$ cat src/rtl/mem_bank_stream_reader_if.sv
// Request, memory read port and output stream of the bank stream reader.
// The reader side uses the master modport; memory/consumer models use slave.
interface mem_bank_stream_reader_if #(
  parameter int DATA_WIDTH = 16,
  parameter int DEPTH      = 64,
  parameter int NUM_BANKS  = 2,
  parameter int BANK_WIDTH = $clog2(NUM_BANKS)
);
  localparam int ADDR_WIDTH = $clog2(DEPTH);

  logic                  start;
  logic [BANK_WIDTH-1:0] start_bank;
  logic [ADDR_WIDTH-1:0] start_addr;
  logic [ADDR_WIDTH:0]   length;
  logic                  busy;
  logic                  done;
  logic [BANK_WIDTH-1:0] mem_bank;
  logic [ADDR_WIDTH-1:0] mem_addr;
  logic                  mem_re;
  logic [DATA_WIDTH-1:0] mem_dout;
  logic [DATA_WIDTH-1:0] m_data;
  logic                  m_valid;
  logic                  m_ready;
  logic                  m_last;

  modport master (
    input  start, start_bank, start_addr, length, mem_dout, m_ready,
    output busy, done, mem_bank, mem_addr, mem_re, m_data, m_valid, m_last
  );

  modport slave (
    output start, start_bank, start_addr, length, mem_dout, m_ready,
    input  busy, done, mem_bank, mem_addr, mem_re, m_data, m_valid, m_last
  );
endinterface

$ cat src/rtl/mem_bank_stream_reader.sv
// Walks a contiguous address run in one memory bank and streams the words out,
// hiding read latency behind a credit-limited output FIFO.
module mem_bank_stream_reader #(
  parameter int DATA_WIDTH   = 16,
  parameter int DEPTH        = 64,
  parameter int NUM_BANKS    = 2,
  parameter int BANK_WIDTH   = $clog2(NUM_BANKS),
  parameter int OUTPUT_DELAY = 1,
  parameter int FIFO_DEPTH   = 4
) (
  input logic                      clk,
  input logic                      reset_n,
  mem_bank_stream_reader_if.master bus
);
  localparam int ADDR_WIDTH = $clog2(DEPTH);
  localparam int LEN_WIDTH  = ADDR_WIDTH + 1;
  localparam int PTR_WIDTH  = (FIFO_DEPTH > 1) ? $clog2(FIFO_DEPTH) : 1;
  localparam int CNT_WIDTH  = $clog2(FIFO_DEPTH + OUTPUT_DELAY + 1) + 1;
  localparam logic [PTR_WIDTH-1:0] PTR_LAST = PTR_WIDTH'(FIFO_DEPTH - 1);

  typedef enum logic [1:0] {IDLE, ISSUE, DRAIN} state_t;
  state_t state, state_d;

  logic [BANK_WIDTH-1:0] bank_q;
  logic [ADDR_WIDTH-1:0] addr_q;
  logic [LEN_WIDTH-1:0]  remaining_q;
  logic                  busy_q, done_q;
  logic                  issue, issue_last, accept_start, zero_start, finish;
  logic                  wr_en, wr_last, rd_en, credit_ok, head_valid;
  logic [CNT_WIDTH-1:0]  inflight, fifo_count;
  logic [DATA_WIDTH-1:0] fifo_data [FIFO_DEPTH];
  logic [FIFO_DEPTH-1:0] fifo_last;
  logic [PTR_WIDTH-1:0]  wr_ptr, rd_ptr;

  function automatic logic [PTR_WIDTH-1:0] ptr_next(input logic [PTR_WIDTH-1:0] p);
    return (p == PTR_LAST) ? '0 : p + PTR_WIDTH'(1);
  endfunction

  // A read may only be issued if its word is guaranteed a FIFO slot on arrival.
  assign credit_ok  = (inflight + fifo_count) < CNT_WIDTH'(FIFO_DEPTH);
  assign issue_last = (remaining_q == LEN_WIDTH'(1));
  assign head_valid = (fifo_count != '0);
  assign rd_en      = head_valid && bus.m_ready;

  always_ff @(posedge clk or negedge reset_n) begin
    if (!reset_n) state <= IDLE;
    else          state <= state_d;
  end

  always_comb begin
    state_d      = state;
    issue        = 1'b0;
    accept_start = 1'b0;
    zero_start   = 1'b0;
    finish       = 1'b0;
    case (state)
      IDLE: begin
        if (bus.start) begin
          if (bus.length != '0) begin
            accept_start = 1'b1;
            state_d      = ISSUE;
          end else begin
            zero_start = 1'b1;
          end
        end
      end
      ISSUE: begin
        issue = credit_ok;
        if (issue && issue_last) state_d = DRAIN;
      end
      DRAIN: begin
        if (rd_en && fifo_last[rd_ptr]) begin
          finish  = 1'b1;
          state_d = IDLE;
        end
      end
      default: state_d = IDLE;
    endcase
  end

  always_ff @(posedge clk or negedge reset_n) begin
    if (!reset_n) begin
      bank_q      <= '0;
      addr_q      <= '0;
      remaining_q <= '0;
      busy_q      <= 1'b0;
      done_q      <= 1'b0;
    end else begin
      done_q <= zero_start || finish;
      if (accept_start) begin
        bank_q      <= bus.start_bank;
        addr_q      <= bus.start_addr;
        remaining_q <= bus.length;
        busy_q      <= 1'b1;
      end else begin
        if (issue) begin
          addr_q      <= addr_q + ADDR_WIDTH'(1);
          remaining_q <= remaining_q - LEN_WIDTH'(1);
        end
        if (finish) busy_q <= 1'b0;
      end
    end
  end

  // Valid/last tokens travel alongside the memory latency so the returning
  // word is captured exactly when mem_dout carries it.
  generate
    if (OUTPUT_DELAY == 0) begin : g_no_pipe
      assign wr_en    = issue;
      assign wr_last  = issue_last;
      assign inflight = '0;
    end else begin : g_pipe
      logic [OUTPUT_DELAY-1:0] pipe_valid, pipe_last;

      always_ff @(posedge clk or negedge reset_n) begin
        if (!reset_n) begin
          pipe_valid <= '0;
          pipe_last  <= '0;
        end else begin
          pipe_valid[0] <= issue;
          pipe_last[0]  <= issue && issue_last;
          for (int i = 1; i < OUTPUT_DELAY; i++) begin
            pipe_valid[i] <= pipe_valid[i-1];
            pipe_last[i]  <= pipe_last[i-1];
          end
        end
      end

      always_comb begin
        inflight = '0;
        for (int i = 0; i < OUTPUT_DELAY; i++) inflight = inflight + CNT_WIDTH'(pipe_valid[i]);
      end

      assign wr_en   = pipe_valid[OUTPUT_DELAY-1];
      assign wr_last = pipe_last[OUTPUT_DELAY-1];
    end
  endgenerate

  always_ff @(posedge clk) begin
    if (wr_en) fifo_data[wr_ptr] <= bus.mem_dout;
  end

  always_ff @(posedge clk or negedge reset_n) begin
    if (!reset_n) begin
      wr_ptr     <= '0;
      rd_ptr     <= '0;
      fifo_count <= '0;
      fifo_last  <= '0;
    end else begin
      if (wr_en) begin
        fifo_last[wr_ptr] <= wr_last;
        wr_ptr            <= ptr_next(wr_ptr);
      end
      if (rd_en) rd_ptr <= ptr_next(rd_ptr);
      case ({wr_en, rd_en})
        2'b10:   fifo_count <= fifo_count + CNT_WIDTH'(1);
        2'b01:   fifo_count <= fifo_count - CNT_WIDTH'(1);
        default: fifo_count <= fifo_count;
      endcase
    end
  end

  assign bus.busy     = busy_q;
  assign bus.done     = done_q;
  assign bus.mem_bank = bank_q;
  assign bus.mem_addr = addr_q;
  assign bus.mem_re   = issue;
  assign bus.m_valid  = head_valid;
  assign bus.m_last   = head_valid && fifo_last[rd_ptr];
  assign bus.m_data   = head_valid ? fifo_data[rd_ptr] : '0;
endmodule

$ cat src/flat_wrapper.sv
// flat-port wrapper written by rule: the top's interface ports become plain ports
module mem_bank_stream_reader_flat 
#(
  parameter int DATA_WIDTH   = 16,
  parameter int DEPTH        = 64,
  parameter int NUM_BANKS    = 2,
  parameter int BANK_WIDTH   = $clog2(NUM_BANKS),
  parameter int OUTPUT_DELAY = 1,
  parameter int FIFO_DEPTH   = 4
)
  (clk, reset_n, bus_start, bus_start_bank, bus_start_addr, bus_length, bus_mem_dout, bus_m_ready, bus_busy, bus_done, bus_mem_bank, bus_mem_addr, bus_mem_re, bus_m_data, bus_m_valid, bus_m_last);
  mem_bank_stream_reader_if #(.DATA_WIDTH(DATA_WIDTH), .DEPTH(DEPTH), .NUM_BANKS(NUM_BANKS), .BANK_WIDTH(BANK_WIDTH)) bus_i ();
  input logic clk;
  input logic reset_n;
  input wire logic [$bits(bus_i.start)-1:0] bus_start;
  input wire logic [$bits(bus_i.start_bank)-1:0] bus_start_bank;
  input wire logic [$bits(bus_i.start_addr)-1:0] bus_start_addr;
  input wire logic [$bits(bus_i.length)-1:0] bus_length;
  input wire logic [$bits(bus_i.mem_dout)-1:0] bus_mem_dout;
  input wire logic [$bits(bus_i.m_ready)-1:0] bus_m_ready;
  output wire logic [$bits(bus_i.busy)-1:0] bus_busy;
  output wire logic [$bits(bus_i.done)-1:0] bus_done;
  output wire logic [$bits(bus_i.mem_bank)-1:0] bus_mem_bank;
  output wire logic [$bits(bus_i.mem_addr)-1:0] bus_mem_addr;
  output wire logic [$bits(bus_i.mem_re)-1:0] bus_mem_re;
  output wire logic [$bits(bus_i.m_data)-1:0] bus_m_data;
  output wire logic [$bits(bus_i.m_valid)-1:0] bus_m_valid;
  output wire logic [$bits(bus_i.m_last)-1:0] bus_m_last;
  assign bus_i.start = bus_start;
  assign bus_i.start_bank = bus_start_bank;
  assign bus_i.start_addr = bus_start_addr;
  assign bus_i.length = bus_length;
  assign bus_i.mem_dout = bus_mem_dout;
  assign bus_i.m_ready = bus_m_ready;
  assign bus_busy = bus_i.busy;
  assign bus_done = bus_i.done;
  assign bus_mem_bank = bus_i.mem_bank;
  assign bus_mem_addr = bus_i.mem_addr;
  assign bus_mem_re = bus_i.mem_re;
  assign bus_m_data = bus_i.m_data;
  assign bus_m_valid = bus_i.m_valid;
  assign bus_m_last = bus_i.m_last;
  mem_bank_stream_reader #(.DATA_WIDTH(DATA_WIDTH), .DEPTH(DEPTH), .NUM_BANKS(NUM_BANKS), .BANK_WIDTH(BANK_WIDTH), .OUTPUT_DELAY(OUTPUT_DELAY), .FIFO_DEPTH(FIFO_DEPTH)) u_core (.clk(clk), .reset_n(reset_n), .bus(bus_i));
endmodule
$ cat config.mk
export PLATFORM = sky130hd
export DESIGN_NAME = mem_bank_stream_reader_flat
export DESIGN_NICKNAME = d
export VERILOG_FILES = /design/src/rtl/mem_bank_stream_reader_if.sv /design/src/rtl/mem_bank_stream_reader.sv /design/src/flat_wrapper.sv
export SDC_FILE = /design/constraint.sdc
export NUM_CORES = 1
export LEC_CHECK = 0
export BUFFER_PORTS_ARGS = -buffer_cell sky130_fd_sc_hd__buf_2
export CAP_MARGIN = 10
export CORE_ASPECT_RATIO = 0.75
export CORE_UTILIZATION = 40
export CTS_CLUSTER_SIZE = 12
export DETAILED_ROUTE_END_ITERATION = 10
export PLACE_DENSITY_LB_ADDON = 0.05
export SKIP_CTS_REPAIR_TIMING = 1
export SYNTH_ARGS = -nofsm -noshare
export SYNTH_HDL_FRONTEND = slang
export SYNTH_SLANG_ARGS = --single-unit
$ cat constraint.sdc
create_clock -name clk -period 2.72 [get_ports clk]
set_input_delay 0.408 -clock clk [delete_from_list [all_inputs] [get_ports clk]]
set_output_delay 0.408 -clock clk [all_outputs]
set_load 0.02 [all_outputs]
==> run summary <==
The final layout net count was 386; the number of buffers created by CTS was 9. The path class of the tightest hold or removal check is primary input to async pin. The logs give 2461 for the overall via count from detail_route and 1.90 mW for the net switching power.

Dividing the detail-routed via count by the number of cells gives 5.11. The x dimension of the die came out at 121 µm. The clock-pin transition on the worst setup and hold timing paths is 0.06 ns.

By startpoint and endpoint, the worst setup path is classified as flop to flop. Maximum clock skew at final layout: 0.00394 ns. The synthesized netlist cell count was 267.

The run gives 23.7% as the clock network fraction of total power. The number of antenna violations at the first check in global routing is 0, and the final period demand of the worst path is 2.50 ns. The number of buffer cells added on primary ports was 61; the number of global-route vias before repair was 2465. The tool flagged a number of max-cap violations equal to 0. The tools report the global router's overall resource usage as 16.3%. For this design the static power due to leakage is 1.97 nW.

The switching share of power works out to 34.1%. For this block, the routed nets add up to 8.10 mm of wire. TritonCTS built the clock tree. The largest net degree at the start of global routing is 33, and the achievable frequency is 399 MHz. The region available for standard cell placement spans 10300 µm². The final number of max-transition violations was 0; the number of nets in the synthesized netlist was 312. The run finished with clean final reports. The top fanout value on the critical path came out at 6. Once the floorplan was initialized, standard cells occupied 41.1% of the core. In the layout the commonest cells are sky130_fd_sc_hd__edfxtp_1 (64), sky130_fd_sc_hd__buf_2 (61), sky130_fd_sc_hd__dfrtp_1 (32).

The logs give 2720 µm² for the storage element area and 3 for the deepest level of the CTS H-tree. The mean routed wirelength per cell was 16.8 µm. The tree is rooted in a sky130_fd_sc_hd__clkbuf_16. For the worst setup path, the data arrival time is 2.72 ns. Setup repair after global routing left no endpoint under its margin.

The tools report the number of hold-slack violations in the final timing report as 0. STA puts the critical path data required time at 2.94 ns. The sum of negative setup slack was 0 ns. The number of enable flip-flop cells after synthesis was 64; the total power density per cell area was 1110 nW/µm². The distinct cell type count after synthesis was 49.

The logs give 113 for the number of DRC violations after detailed-routing iteration 0 and 0.396 mV for the worst IR drop on VDD. Most common cell after layout, fill and taps aside: sky130_fd_sc_hd__edfxtp_1. The run gives 4220 µm² as the mapped cell area. The later pin in the worst-skew pair is clocked with a latency of 0.33 ns. Of the available clock period, the critical path in the final layout requires 92.0%. For this run the aggregate overflow at the end of global routing stands at 0.

In this run the count of I/O pins placed on the die edge is 62. Of the total power, registers draw 38.2%. The tools report the kind of launch point of the worst setup path as a flop. The first global-routing pass estimated 13.4 mm of wire.

The most used flip-flop cell after synthesis is sky130_fd_sc_hd__edfxtp_1. Transition time at the pin with the least slew margin: 0.789 ns. The proportion of layout cells with a drive suffix above 1 works out to 35.5%. The tools report the worst reg-to-reg setup slack as 0.22 ns.

The tools report the cell row count as 32. The sequential share of the synthesized area is 64.5%, and the worst slew margin relative to its limit is 47.4%. The clock net in this run drives a total of 96 sinks. In this run the remaining antenna-violating nets after routing total 0. In the final layout, the multi-input gates occupy 1400 µm². Final routed DRC violation total: 0.

Detailed placement finished with a half-perimeter wire length of 5.45 mm. The pre-antenna-repair detailed-routing pass consisted of 4 iterations. The deepest clock path buffer count was 2; the part of the total power dissipated in combinational logic was 38.1%. Compared with the post-synthesis result, the final layout area differs by 19.5%. Number of antenna diodes: 0.

From bottom edge to top edge, the die measures 91.0 µm. For the number of fill cells in the layout, the log shows 926. During synthesis, Yosys emitted a total of 0 warnings. Counting flops and latches in the post-synthesis netlist gives 96.

The die covers 11000 µm². The synthesized area per cell is 15.8 µm², and the proportion of register bits with asynchronous set or reset after synthesis is 33.3%. At the end of routability-driven placement, the weighted congestion stood at 0.758. For the count of final setup violators, the log shows 0. Once layout is complete, the utilization of the core stands at 49.1%. Endpoint kind of the worst setup timing path: a flop. Cell internal power was estimated by the tool at 3.67 mW.
## sequential cells by signal, summed over array words and instances (netlist names)
signal                    flops
u_core.g_pipe.pipe_valid      1
u_core.bus.done               1
u_core.bus.mem_bank           1
u_core.bus.busy               1
u_core.remaining_q            7
u_core.fifo_last              4
u_core.bus.mem_addr           6
u_core.fifo_count             4
u_core.g_pipe.pipe_last       1
u_core.rd_ptr                 2
u_core.fifo_data             64
u_core.state                  2
u_core.wr_ptr                 2
## critical path, cell delays in order (launching register included)
cell and delay [ns]:
sky130_fd_sc_hd__dfrtp_1 0.46, sky130_fd_sc_hd__or4_1 0.55, sky130_fd_sc_hd__nand2_1 0.15, sky130_fd_sc_hd__inv_1 0.08, sky130_fd_sc_hd__ha_1 0.27, sky130_fd_sc_hd__xor2_1 0.19
sky130_fd_sc_hd__ha_1 0.20, sky130_fd_sc_hd__a21oi_1 0.14, sky130_fd_sc_hd__xor2_1 0.16, sky130_fd_sc_hd__nor2_1 0.06, sky130_fd_sc_hd__xor2_1 0.13
## synthesized netlist by cell type (3+ instances only)
library cell	count	area, µm²
sky130_fd_sc_hd__mux2i_1	5	50.1
sky130_fd_sc_hd__mux2_2	7	78.8
sky130_fd_sc_hd__clkbuf_1	6	22.5
sky130_fd_sc_hd__dfrtp_1	32	801
sky130_fd_sc_hd__edfxtp_1	64	1920
sky130_fd_sc_hd__nor3_1	7	35.0
sky130_fd_sc_hd__and3_1	3	18.8
sky130_fd_sc_hd__or3_1	4	25.0
sky130_fd_sc_hd__nor2_1	9	33.8
sky130_fd_sc_hd__nand2_1	11	41.3
sky130_fd_sc_hd__a221o_1	6	60.1
sky130_fd_sc_hd__mux4_2	17	383
sky130_fd_sc_hd__o21ai_0	5	25.0
sky130_fd_sc_hd__nand3_1	6	30.0
sky130_fd_sc_hd__xor2_1	4	35.0
sky130_fd_sc_hd__a21oi_1	3	15.0
sky130_fd_sc_hd__nor3b_1	3	22.5
sky130_fd_sc_hd__ha_1	11	138
sky130_fd_sc_hd__inv_1	8	30.0
sky130_fd_sc_hd__a221o_2	4	45.0
sky130_fd_sc_hd__and2_1	21	131
## per-layer routing
metal  global-route usage [%]  vias to the layer above  routed length, µm
met3                     4.52                        7                279
met5                        0                        -                  0
met2                     22.6                       36               3410
met4                     3.70                        0                 78
met1                     25.3                     1236               4330
li1                         -                     1182                  -
## worst paths after layout
path / end / cells past startpoint / start
max: u_core.fifo_count[2] / 10 / u_core.fifo_count[3]
min: u_core.remaining_q[4] / 1 / reset_n
max reg2reg: u_core.fifo_count[2] / 10 / u_core.fifo_count[3]
min reg2reg: u_core.bus.mem_bank / 2 / u_core.bus.mem_bank
max in group asynchronous: u_core.bus.busy / 1 / reset_n
min in group clk: u_core.bus.mem_bank / 3 / bus_start_bank
## cell type report
cell class	count	share of cell area, %
Clock inverter	5	1.61
Tap cell	136	3.37
Timing Repair Buffer	74	7.98
Clock buffer	11	4.61
Inverter	9	0.669
Sequential cell	96	53.9
Multi-Input combinational cell	151	27.8
## kinds of logic after synthesis
kind of cell             share of synthesized area (%)
AND/OR/NAND/NOR                                   10.3
buffers and inverters                             2.31
multiplexers                                      12.9
AO/OA/AOI/OAI                                     5.75
XOR/XNOR                                          1.04
flip-flops                                        64.5
adder cells (fa/ha/maj)                           3.26
## metrics by stage
stage / power [mW] / setup WS [ns] / std cells / hold slack (ns) / area, µm²
3_5_place_dp: 4.31 / 0.236 / 466 / 0.465 / 4730
6_report: 5.58 / 0.217 / 482 / 0.158 / 5050
3_3_place_gp: 4.30 / 0.273 / 466 / 0.456 / 4730
2_1_floorplan: 3.66 / 0.247 / 267 / 0.112 / 4220
4_1_cts: 5.65 / 0.212 / 482 / 0.174 / 5050
5_1_grt: 5.95 / 0.0247 / 482 / 0.206 / 5050
## power groups by stage
stage / registers [mW] / clock network (mW) / logic, mW
2_1_floorplan: 2.13 / 0 / 1.53
3_3_place_gp: 2.15 / 0 / 2.14
3_5_place_dp: 2.16 / 0 / 2.15
6_report: 2.13 / 1.32 / 2.12
4_1_cts: 2.13 / 1.36 / 2.16
5_1_grt: 2.18 / 1.41 / 2.36
(Power assumes the default switching activity.)
